===== src/rtl/atm_ledger.sv =====
// Multi-account, multi-currency balance ledger: reads, withdrawals, deposits and
// atomic transfers through a valid/ready request port and a one-cycle response pulse.
module atm_ledger #(
    parameter int unsigned NUM_ACCOUNTS     = 10,
    parameter int unsigned NUM_CURRENCIES   = 5,
    parameter int unsigned BAL_WIDTH        = 16,
    parameter int unsigned AMT_WIDTH        = 11,
    parameter int unsigned RESET_BAL_USD    = 500,
    parameter int unsigned RESET_BAL_CRYPTO = 10,
    localparam int unsigned AW = (NUM_ACCOUNTS > 1) ? $clog2(NUM_ACCOUNTS) : 1,
    localparam int unsigned CW = (NUM_CURRENCIES > 1) ? $clog2(NUM_CURRENCIES) : 1
) (
    input  logic                 clk,
    input  logic                 rst_n,
    input  logic                 req_valid,
    output logic                 req_ready,
    input  logic [1:0]           req_op,
    input  logic [AW-1:0]        req_acc,
    input  logic [AW-1:0]        req_dst_acc,
    input  logic [CW-1:0]        req_cur,
    input  logic [AMT_WIDTH-1:0] req_amount,
    output logic                 rsp_valid,
    output logic [3:0]           rsp_status,
    output logic [BAL_WIDTH-1:0] rsp_balance
);

    localparam logic [1:0] OP_READ     = 2'b00;
    localparam logic [1:0] OP_WITHDRAW = 2'b01;
    localparam logic [1:0] OP_DEPOSIT  = 2'b10;
    localparam logic [1:0] OP_TRANSFER = 2'b11;

    localparam logic [3:0] ST_ACC_FOUND     = 4'b0001;
    localparam logic [3:0] ST_ACC_NOT_FOUND = 4'b0010;
    localparam logic [3:0] ST_AMT_VALID     = 4'b0101;
    localparam logic [3:0] ST_AMT_INVALID   = 4'b0110;
    localparam logic [3:0] ST_OVERFLOW      = 4'b1001;
    localparam logic [3:0] ST_SAME_ACC      = 4'b1010;
    localparam logic [3:0] ST_BAD_CURRENCY  = 4'b1011;

    localparam logic [AW:0] ACC_LIMIT = (AW + 1)'(NUM_ACCOUNTS);
    localparam logic [CW:0] CUR_LIMIT = (CW + 1)'(NUM_CURRENCIES);

    typedef enum logic [1:0] {
        IDLE   = 2'b00,
        LOOKUP = 2'b01,
        COMMIT = 2'b10,
        RESP   = 2'b11
    } state_t;

    state_t state_q;
    state_t state_d;

    logic [BAL_WIDTH-1:0] bal [NUM_ACCOUNTS][NUM_CURRENCIES];

    logic [1:0]           op_q;
    logic [AW-1:0]        acc_q;
    logic [AW-1:0]        dst_q;
    logic [CW-1:0]        cur_q;
    logic [AMT_WIDTH-1:0] amt_raw_q;
    logic [BAL_WIDTH-1:0] src_bal_q;
    logic [BAL_WIDTH-1:0] dst_bal_q;
    logic [BAL_WIDTH-1:0] amt_q;
    logic [3:0]           status_q;

    logic [BAL_WIDTH-1:0] src_rd;
    logic [BAL_WIDTH-1:0] dst_rd;
    logic [BAL_WIDTH-1:0] amt_ext;
    logic [BAL_WIDTH:0]   sum_ext;
    logic [3:0]           lk_status;
    logic                 acc_bad;
    logic                 dst_bad;
    logic                 cur_bad;
    logic                 is_wd;
    logic                 is_dep;
    logic                 is_xfer;
    logic                 commit_ok;
    logic [BAL_WIDTH-1:0] src_next;
    logic [BAL_WIDTH-1:0] dst_next;

    // State register
    always_ff @(posedge clk or negedge rst_n) begin
        if (!rst_n) begin
            state_q <= IDLE;
        end else begin
            state_q <= state_d;
        end
    end

    // Next-state logic; IDLE is the only state that accepts a request
    always_comb begin
        state_d = state_q;
        case (state_q)
            IDLE:    if (req_valid) state_d = LOOKUP;
            LOOKUP:  state_d = COMMIT;
            COMMIT:  state_d = RESP;
            RESP:    state_d = IDLE;
            default: state_d = IDLE;
        endcase
    end

    // Guarded balance read; out-of-range indices read as zero
    always_comb begin
        src_rd = '0;
        dst_rd = '0;
        for (int unsigned a = 0; a < NUM_ACCOUNTS; a++) begin
            for (int unsigned c = 0; c < NUM_CURRENCIES; c++) begin
                if (acc_q == AW'(a) && cur_q == CW'(c)) src_rd = bal[a][c];
                if (dst_q == AW'(a) && cur_q == CW'(c)) dst_rd = bal[a][c];
            end
        end
    end

    // Status evaluation in LOOKUP, highest-priority error first
    always_comb begin
        is_wd     = (op_q == OP_WITHDRAW);
        is_dep    = (op_q == OP_DEPOSIT);
        is_xfer   = (op_q == OP_TRANSFER);
        acc_bad   = ({1'b0, acc_q} >= ACC_LIMIT);
        dst_bad   = ({1'b0, dst_q} >= ACC_LIMIT);
        cur_bad   = ({1'b0, cur_q} >= CUR_LIMIT);
        amt_ext   = BAL_WIDTH'(amt_raw_q);
        sum_ext   = {1'b0, (is_xfer ? dst_rd : src_rd)} + {1'b0, amt_ext};
        lk_status = (op_q == OP_READ) ? ST_ACC_FOUND : ST_AMT_VALID;
        if (acc_bad || (is_xfer && dst_bad)) begin
            lk_status = ST_ACC_NOT_FOUND;
        end else if (cur_bad) begin
            lk_status = ST_BAD_CURRENCY;
        end else if (is_xfer && (dst_q == acc_q)) begin
            lk_status = ST_SAME_ACC;
        end else if ((is_wd || is_xfer) && (amt_ext > src_rd)) begin
            lk_status = ST_AMT_INVALID;
        end else if ((is_dep || is_xfer) && sum_ext[BAL_WIDTH]) begin
            lk_status = ST_OVERFLOW;
        end
    end

    // Commit arithmetic on the values registered in LOOKUP
    always_comb begin
        commit_ok = (op_q != OP_READ) && (status_q == ST_AMT_VALID);
        src_next  = (op_q == OP_DEPOSIT) ? (src_bal_q + amt_q) : (src_bal_q - amt_q);
        dst_next  = dst_bal_q + amt_q;
    end

    // Request capture, lookup registers and registered response outputs
    always_ff @(posedge clk or negedge rst_n) begin
        if (!rst_n) begin
            req_ready   <= 1'b1;
            rsp_valid   <= 1'b0;
            rsp_status  <= 4'b0000;
            rsp_balance <= '0;
            op_q        <= OP_READ;
            acc_q       <= '0;
            dst_q       <= '0;
            cur_q       <= '0;
            amt_raw_q   <= '0;
            src_bal_q   <= '0;
            dst_bal_q   <= '0;
            amt_q       <= '0;
            status_q    <= 4'b0000;
        end else begin
            req_ready <= (state_d == IDLE);
            rsp_valid <= (state_d == RESP);
            case (state_q)
                IDLE: begin
                    if (req_valid) begin
                        op_q      <= req_op;
                        acc_q     <= req_acc;
                        dst_q     <= req_dst_acc;
                        cur_q     <= req_cur;
                        amt_raw_q <= req_amount;
                    end
                end
                LOOKUP: begin
                    src_bal_q <= src_rd;
                    dst_bal_q <= dst_rd;
                    amt_q     <= amt_ext;
                    status_q  <= lk_status;
                end
                COMMIT: begin
                    rsp_status  <= status_q;
                    rsp_balance <= commit_ok ? src_next : src_bal_q;
                end
                default: ;
            endcase
        end
    end

    // Balance storage; a transfer updates both accounts on the same edge
    always_ff @(posedge clk or negedge rst_n) begin
        if (!rst_n) begin
            for (int unsigned a = 0; a < NUM_ACCOUNTS; a++) begin
                for (int unsigned c = 0; c < NUM_CURRENCIES; c++) begin
                    bal[a][c] <= (c == 0) ? BAL_WIDTH'(RESET_BAL_USD)
                                          : BAL_WIDTH'(RESET_BAL_CRYPTO);
                end
            end
        end else if (state_q == COMMIT && commit_ok) begin
            for (int unsigned a = 0; a < NUM_ACCOUNTS; a++) begin
                for (int unsigned c = 0; c < NUM_CURRENCIES; c++) begin
                    if (acc_q == AW'(a) && cur_q == CW'(c)) begin
                        bal[a][c] <= src_next;
                    end else if (is_xfer && dst_q == AW'(a) && cur_q == CW'(c)) begin
                        bal[a][c] <= dst_next;
                    end
                end
            end
        end
    end

endmodule


===== config.mk =====
export PLATFORM = sky130hd
export DESIGN_NAME = atm_ledger
export DESIGN_NICKNAME = d
export VERILOG_FILES = /design/src/rtl/atm_ledger.sv
export SDC_FILE = /design/constraint.sdc
export NUM_CORES = 2
export LEC_CHECK = 0
export ABC_AREA = 1
export ABC_CLOCK_PERIOD_IN_PS = 6500
export BUFFER_PORTS_ARGS = -buffer_cell sky130_fd_sc_hd__buf_2
export CAP_MARGIN = 20
export CORE_MARGIN = 10
export CORE_UTILIZATION = 50
export DETAILED_ROUTE_END_ITERATION = 10
export PLACE_DENSITY = 0.65
export SYNTH_ARGS = -nofsm -noshare
export SYNTH_HDL_FRONTEND = slang
export SYNTH_SLANG_ARGS = --single-unit

===== constraint.sdc =====
create_clock -name clk -period 6.5 [get_ports clk]
set_clock_uncertainty 0.15 [all_clocks]
set_input_delay 0.65 -clock clk [delete_from_list [all_inputs] [get_ports clk]]
set_output_delay 0.65 -clock clk [all_outputs]
set_load 0.01 [all_outputs]

; Word level (Yosys, flattened, before mapping)
; Index checks and enable logic that the tools add are counted.
[word_totals]
register_bits = 895
inputBits = 27
out_inout_bits = 22
wordCells = 591
[op_classes]
n_addsub = 4
order_cmp = 4
n_eq_ne = 31
muxes = 211
reduce_logical = 277
[op_table]
columns = cell, count
row1 = two-way mux 16 bit, 203
row2 = logical AND 1 bit, 166
row3 = AND reduction 2 bit, 51
row4 = nonzero test 2 bit, 51
row5 = "equality test 4 x 3 -> 1 bit, second input constant", 9
row6 = adder 16 x 11 -> 16 bit, 2
row7 = two-way mux 4 bit, 5
row8 = adder 16 x 11 -> 17 bit, 1
row9 = "equality test 4 x 2 -> 1 bit, second input constant", 4
row10 = "equality test 4 bit, second input constant", 4
row11 = greater-than comparator 11 x 16 -> 1 bit, 1
row12 = subtractor 16 x 11 -> 16 bit, 1
row13 = "equality test 2 bit, second input constant", 5
row14 = "equality test 4 x 1 -> 1 bit, second input constant", 2
row15 = ">= comparator 4 bit, second input constant", 2
row16 = logical NOT 4 bit, 2
row17 = one-hot mux 2 bit (4 select lines), 1
row18 = "equality test 3 x 2 -> 1 bit, second input constant", 2
row19 = logical NOT 2 bit, 3
row20 = "equality test 2 x 1 -> 1 bit, second input constant", 2
row21 = equality test 4 bit, 1
row22 = "equality test 3 x 1 -> 1 bit, second input constant", 1
row23 = "equality test 3 bit, second input constant", 1
row24 = ">= comparator 3 bit, second input constant", 1
row25 = 4 further kinds, 6

; Depth between registers and ports, before layout
[logic_depth]
ltp_word = 60
depth_mapped = 67
ltp_nobuf = 66

; Worst setup path after synthesis
; OpenSTA, ideal clock, no wires.
[synth_timing]
kind = flip-flop to flip-flop
startpoint = register acc_q[3]
endpoint = register status_q[3]
setup_time_ns = 0.116
arrival_ns = 4.741
t_required_ns = 6.234
slack_ns = 1.493
stages_incl_launch_ff = 53
path_buffers = 1
synth_period_minus_slack_ns = 5.007
cell_sequence = dfrtp_1 -> inv_1 -> nand2_2 -> nor2_4 -> nand2_1 -> buf_4 -> o21ai_1 -> o21ai_0 -> a221oi_2 -> o21ai_1 -> a21oi_1 -> o211ai_1 -> a21oi_1 -> o2111ai_1 -> a21oi_1 -> nand3_1 -> o22ai_1 -> nand4_1 -> (+17 left out) -> ha_1 -> inv_1 -> nor2_1 -> nor2_1 -> o21ai_0 -> a21oi_1 -> o21ai_0 -> a21oi_1 -> a211oi_1 -> nand2_1 -> nor2_1 -> nand3_1 -> nand2_1 -> nor2_1 -> nand2_1 -> nand2_1 -> nand2_1 -> nand2_1
[synth_between]
elab_chain_len = 60
elab_cells_between_ends = 124
cone_classes = 1 x add/sub / 2 x order compare / 10 x eq/ne / 56 x mux / 55 x reduce/logical
[synth_rtl]
columns = item, line_no
row1 = "start, declared", 56  ; logic [AW-1:0] acc_q;
row2 = "start signal, assigned", 167  ; acc_q <= req_acc;
row3 = logical NOT 4 bit, 107  ; if (acc_q == AW'(a) && cur_q == CW'(c)) src_rd = bal[a][c];
row4 = logical AND 1 bit, 107
row5 = two-way mux 16 bit (50 in series), 107
row6 = two-way mux 16 bit, 122  ; sum_ext = {1'b0, (is_xfer ? dst_rd : src_rd)} + {1'b0, amt_ext};
row7 = adder 16 x 11 -> 17 bit, 122
row8 = logical AND 1 bit, 132  ; end else if ((is_dep || is_xfer) && sum_ext[BAL_WIDTH]) begin
row9 = two-way mux 4 bit, 132
row10 = two-way mux 4 bit, 130  ; end else if ((is_wd || is_xfer) && (amt_ext > src_rd)) begin
row11 = two-way mux 4 bit, 128  ; end else if (is_xfer && (dst_q == acc_q)) begin
row12 = two-way mux 4 bit, 126  ; end else if (cur_bad) begin
row13 = two-way mux 4 bit *, 124  ; if (acc_bad || (is_xfer && dst_bad)) begin
row14 = "end signal, assigned", 177  ; status_q <= lk_status;
row15 = "end, declared", 63  ; logic [3:0] status_q;
; Every way passes the cells marked *; elsewhere a longest branch is shown, timed or not.
; A chain may end at the register's enable or synchronous reset.

; Worst setup path in the final report
[layout_timing]
startpoint = register cur_q[0]
endpoint = register status_q[3]
[layout_between]
elab_chain_len = 60
elab_cells_between_ends = 216
cone_classes = 1 x add/sub / 2 x order compare / 4 x eq/ne / 106 x mux / 103 x reduce/logical
[layout_rtl]
columns = item, line_no
row1 = "start, declared", 58  ; logic [CW-1:0] cur_q;
row2 = "start signal, assigned", 169  ; cur_q <= req_cur;
row3 = logical NOT 3 bit, "107, 108"
row4 = "logical AND 1 bit, on equally long branches", "107, 108"
row5 = "two-way mux 16 bit, on equally long branches (50 in series)", "107, 108"
row6 = two-way mux 16 bit, 122
row7 = adder 16 x 11 -> 17 bit, 122
row8 = logical AND 1 bit, 132
row9 = two-way mux 4 bit, 132
row10 = two-way mux 4 bit, 130
row11 = two-way mux 4 bit, 128
row12 = two-way mux 4 bit *, 126
row13 = two-way mux 4 bit *, 124
; Marked as above.

==> reports/metrics.yaml <==
cellInternalPower_mw: 12.20
timing_worst_slew_pin_value_ns: 1.228
share_of_power_burned_in_the_clock_network_pct: 25.9
clock_tree_from_tritoncts: "done"
number_of_buffers_created_by_cts: 107
finalHoldWorstSlack_ns: 0.05602
timing.critical_path.arrival_ns: 7.20
hpwl_um: 164600
dieWidth_um: 356.3
design.portCount: 49
first_iter_violations: 7949
cap_violations: 0
post_drt_wl_per_cell_um: 23.52
seqPwrFrac_pct: 24.2
hold_path_depth: 3
placement.setup.worst_slack_ns: -0.3420
maxSlewHeadroom_pct: 18.14
sw_pwr_mw: 12.77
insertion_delay_ns: 0.73
vias_per_std_cell: 6.003
worst_r2r_setup_slack_ns: -0.24
timing.hold.worst.start: "req_amount[0]"
non_filler_instance_count_after_layout: 10190
max_stage_delay_ns: 0.42
root_buffer: "sky130_fd_sc_hd__clkbuf_16"
syn-instance-count: 8461
fmax_mhz: 148.5
synth-edff-count: 0
final_hold_viol_count: 0
power_density_mw_per_mm2: 381.4
setup_ws_ns: -0.2358
critical_path.reg2reg.endpoint: "status_q[3]$_DFFE_PN0N_"
synth_nets: 8542
worstSetupEndpointType: "flop"
power.share.switching_pct: 51.13
timing.rr.start: "cur_q[0]$_DFFE_PN0P_"
fin_nets: 8675
count_of_nets_left_with_antenna_violations_after_detail_routing: 0
grt.total_usage_pct: 36.53
failed_checks: "setup timing"
die-height_um: 356.3
core_area_sq_mm: 0.1123
routed-via-count: 61190
cts-root-to-sink-buffers: 3
io_buffers: 48
grt_max_degree: 146
grt_pass1_vias: 57260
post_synth_arst_share_pct: 100.0
floorplan.initialDensity_pct: 50.33
leakagePower_nw: 27.96
worst_ep_required_time_ns: 6.96
floorplan.rows: 123
peak_fanout_along_the_critical_path: 4
drc: 0
ys_top_cells_by_area: "sky130_fd_sc_hd__dfrtp_1 33%, sky130_fd_sc_hd__nand2_1 16%, sky130_fd_sc_hd__o21ai_0 12%"
synthesis.area_sq_mm: 0.05655
final.period_utilization_pct: 103.6
primary_flip_flop_cell_chosen_by_synthesis_mapping: "sky130_fd_sc_hd__dfrtp_1"
critical-path-top-cell-by-count: "sky130_fd_sc_hd__nand2_1"
globalRouteOverflowTotal: 0
hold_class: "primary input to flop"
utilization_pct: 58.27
rsz_0062_raised_after_global_routing: "yes"
setup_failing_eps_final: 4
n_fill_cell: 10750
area.growth.synth_to_final_pct: 15.76
ir_worst_vdd_mv: 1.218
synth_top_cell_area_share_pct: 33.37
timing.setup.critical_path_class: "flop to flop"
worstSetupStartpointType: "flop"
clkTransAtPathRegs_ns: 0.06
die-area_sq_mm: 0.1269
synth-seq-cells: 895
slowest_stage: "sky130_fd_sc_hd__dfrtp_1"
synthDominantAreaCellType: "sky130_fd_sc_hd__dfrtp_1"
grt_pass1_wl_um: 360600
grt_antenna_before_repair: 2
firstDrtPassIters: 7
holdPathEnd: "amt_raw_q[0]$_DFFE_PN0P_"
htree_levels: 3
post_route_cells_drive_above_1_share_pct: 14.13
setup-tns-final_ns: -0.8436
result_of_the_run: "finished, violations left"
synth.yosys.seq_area_share_pct: 39.92
final.min_clock_period_ns: 6.736
ys_warn_count: 0
p_comb_share_pct: 49.9
clock_sink_count: 895
synth.avg_cell_area_sq_um: 6.683
totalWireLength_um: 239800
rr_worst_depth: 45
slew_violations: 0
numPlacedInstances: 9938
yosys.cell_types.count: 52
gpl.final_weighted_congestion: 1.017
[through the flow]
| stage | power, mW | cell area, sq um |
|---|---|---|
| 2_1_floorplan | 11.40 | 56550 |
| 3_3_place_gp | 17.74 | 60740 |
| 3_5_place_dp | 17.83 | 60840 |
| 4_1_cts | 24.28 | 64940 |
| 5_1_grt | 25.47 | 65450 |
| 6_report | 24.97 | 65460 |
[state kept, by name (all words and copies together) (netlist names)]
register,flops
rsp_valid,1
status_q,4
dst_q,4
state_q,2
src_bal_q,16
op_q,2
req_ready,1
bal,800
cur_q,3
rsp_balance,16
amt_raw_q,11
amt_q,11
acc_q,4
rsp_status,4
dst_bal_q,16
[logic make-up after synthesis]
kind of cell | share of synthesized area, %
multiplexers | 0.1991
flip-flops | 39.92
AND/OR/NAND/NOR | 27.49
XOR/XNOR | 0.3718
adder cells (fa/ha/maj) | 1.221
buffers and inverters | 9.167
AO/OA/AOI/OAI | 21.63
[critical path, delay by kind of cell, from the launching register on]
family | cells | cell delay [ns]
buffers and inverters | 5 | 0.58
AO/OA/AOI/OAI | 6 | 1.49
adder cells (fa/ha/maj) | 1 | 0.23
flip-flops | 1 | 0.42
AND/OR/NAND/NOR | 33 | 3.76
[layout make-up]
class / instances / area (sq um) / share of cell area, %
Multi-Input combinational cell: 6207 / 29470 / 45.02
Sequential cell: 895 / 22570 / 34.49
Timing Repair Buffer: 595 / 4840 / 7.393
Clock buffer: 165 / 3258 / 4.977
Inverter: 788 / 2970 / 4.538
Tap cell: 1500 / 1877 / 2.867
Clock inverter: 39 / 457.9 / 0.6996
Antenna cell: 4 / 10.01 / 0.01529
[worst max-delay path by stage]
stage | slack (ns) | from | to | cells past startpoint
6_report | -0.24 | cur_q[0]$_DFFE_PN0P_ | status_q[3]$_DFFE_PN0N_ | 45
2_1_floorplan | 1.49 | acc_q[3]$_DFFE_PN0P_ | status_q[3]$_DFFE_PN0N_ | 52
5_1_grt | -0.64 | cur_q[0]$_DFFE_PN0P_ | status_q[3]$_DFFE_PN0N_ | 47
3_3_place_gp | -0.28 | cur_q[0]$_DFFE_PN0P_ | status_q[3]$_DFFE_PN0N_ | 49
3_5_place_dp | -0.34 | acc_q[2]$_DFFE_PN0P_ | status_q[0]$_DFFE_PN0N_ | 47
4_1_cts | -0.06 | cur_q[2]$_DFFE_PN0P_ | status_q[0]$_DFFE_PN0N_ | 47
[cells in the mapped netlist, types with 3 or more instances]
master / instances
sky130_fd_sc_hd__clkbuf_1: 527
sky130_fd_sc_hd__clkinv_1: 21
sky130_fd_sc_hd__dfrtp_1: 754
sky130_fd_sc_hd__o211ai_1: 120
sky130_fd_sc_hd__a221oi_2: 4
sky130_fd_sc_hd__a211oi_1: 4
sky130_fd_sc_hd__o221ai_1: 11
sky130_fd_sc_hd__xnor2_1: 3
sky130_fd_sc_hd__a21oi_1: 417
sky130_fd_sc_hd__a22oi_1: 3
sky130_fd_sc_hd__buf_4: 9
sky130_fd_sc_hd__mux2_2: 10
sky130_fd_sc_hd__inv_2: 24
sky130_fd_sc_hd__o21a_1: 9
sky130_fd_sc_hd__nand2_2: 11
sky130_fd_sc_hd__o21ai_1: 50
sky130_fd_sc_hd__nand4_1: 188
sky130_fd_sc_hd__ha_1: 52
sky130_fd_sc_hd__o31ai_1: 3
sky130_fd_sc_hd__or2_2: 99
sky130_fd_sc_hd__a31oi_1: 20
sky130_fd_sc_hd__nor2_2: 12
sky130_fd_sc_hd__a2bb2oi_1: 14
sky130_fd_sc_hd__a221oi_1: 7
sky130_fd_sc_hd__buf_1: 12
sky130_fd_sc_hd__o21ai_0: 1332
sky130_fd_sc_hd__o22ai_1: 237
sky130_fd_sc_hd__nor2_4: 8
sky130_fd_sc_hd__o2111ai_1: 19
sky130_fd_sc_hd__nand3_1: 115
sky130_fd_sc_hd__nor4_1: 3
sky130_fd_sc_hd__nand2_4: 3
sky130_fd_sc_hd__nand2_1: 2464
sky130_fd_sc_hd__buf_2: 20
sky130_fd_sc_hd__nor2_1: 936
sky130_fd_sc_hd__buf_6: 3
sky130_fd_sc_hd__nor3_1: 13
sky130_fd_sc_hd__o21bai_1: 5
sky130_fd_sc_hd__inv_1: 742
sky130_fd_sc_hd__xor2_1: 21
sky130_fd_sc_hd__dfstp_2: 141
[repair_timing]
action                                  in CTS  in global routing
hold endpoints to repair                    84                  0
pin swaps                                   28                 37
resized for setup                           60                 63
setup buffers                                7                 17
gates cloned                                 0                  1
hold buffers                                11                  0
endpoints found under the setup margin       4                  4
[routing by layer]
| layer | track usage (%) | vias to the layer above | wire [um] |
|---|---|---|---|
| li1 | - | 27890 | - |
| met1 | 49.51 | 28890 | 96490 |
| met4 | 18.79 | 0 | 14100 |
| met5 | 0 | - | 0 |
| met3 | 6.943 | 719 | 25200 |
| met2 | 55.33 | 3680 | 104000 |
[cells in the final DEF (no fill, tap or decap), types with 51 or more instances in the layout]
master,instances
sky130_fd_sc_hd__o22ai_1,236
sky130_fd_sc_hd__nand4_1,188
sky130_fd_sc_hd__nand2_1,2444
sky130_fd_sc_hd__nor2_2,58
sky130_fd_sc_hd__inv_1,734
sky130_fd_sc_hd__nor2_1,887
sky130_fd_sc_hd__a21oi_1,393
sky130_fd_sc_hd__or2_2,99
sky130_fd_sc_hd__dfrtp_1,753
sky130_fd_sc_hd__nand3_1,115
sky130_fd_sc_hd__ha_1,51
sky130_fd_sc_hd__o211ai_1,120
sky130_fd_sc_hd__clkbuf_16,110
sky130_fd_sc_hd__buf_4,494
sky130_fd_sc_hd__dfstp_2,141
sky130_fd_sc_hd__o21ai_0,1326
[power by group through the flow]
stage                     Clock, mW  Combinational [mW]  Sequential, mW
final                          6.46                12.5            6.05
after detailed placement          0                11.7            6.14
after CTS                      6.47                11.8            6.04
after floorplan                   0                5.32            6.08
after global placement            0                11.6            6.14
after global routing           6.69                12.7            6.07
No activity file was read; power rests on OpenSTA's default activity.
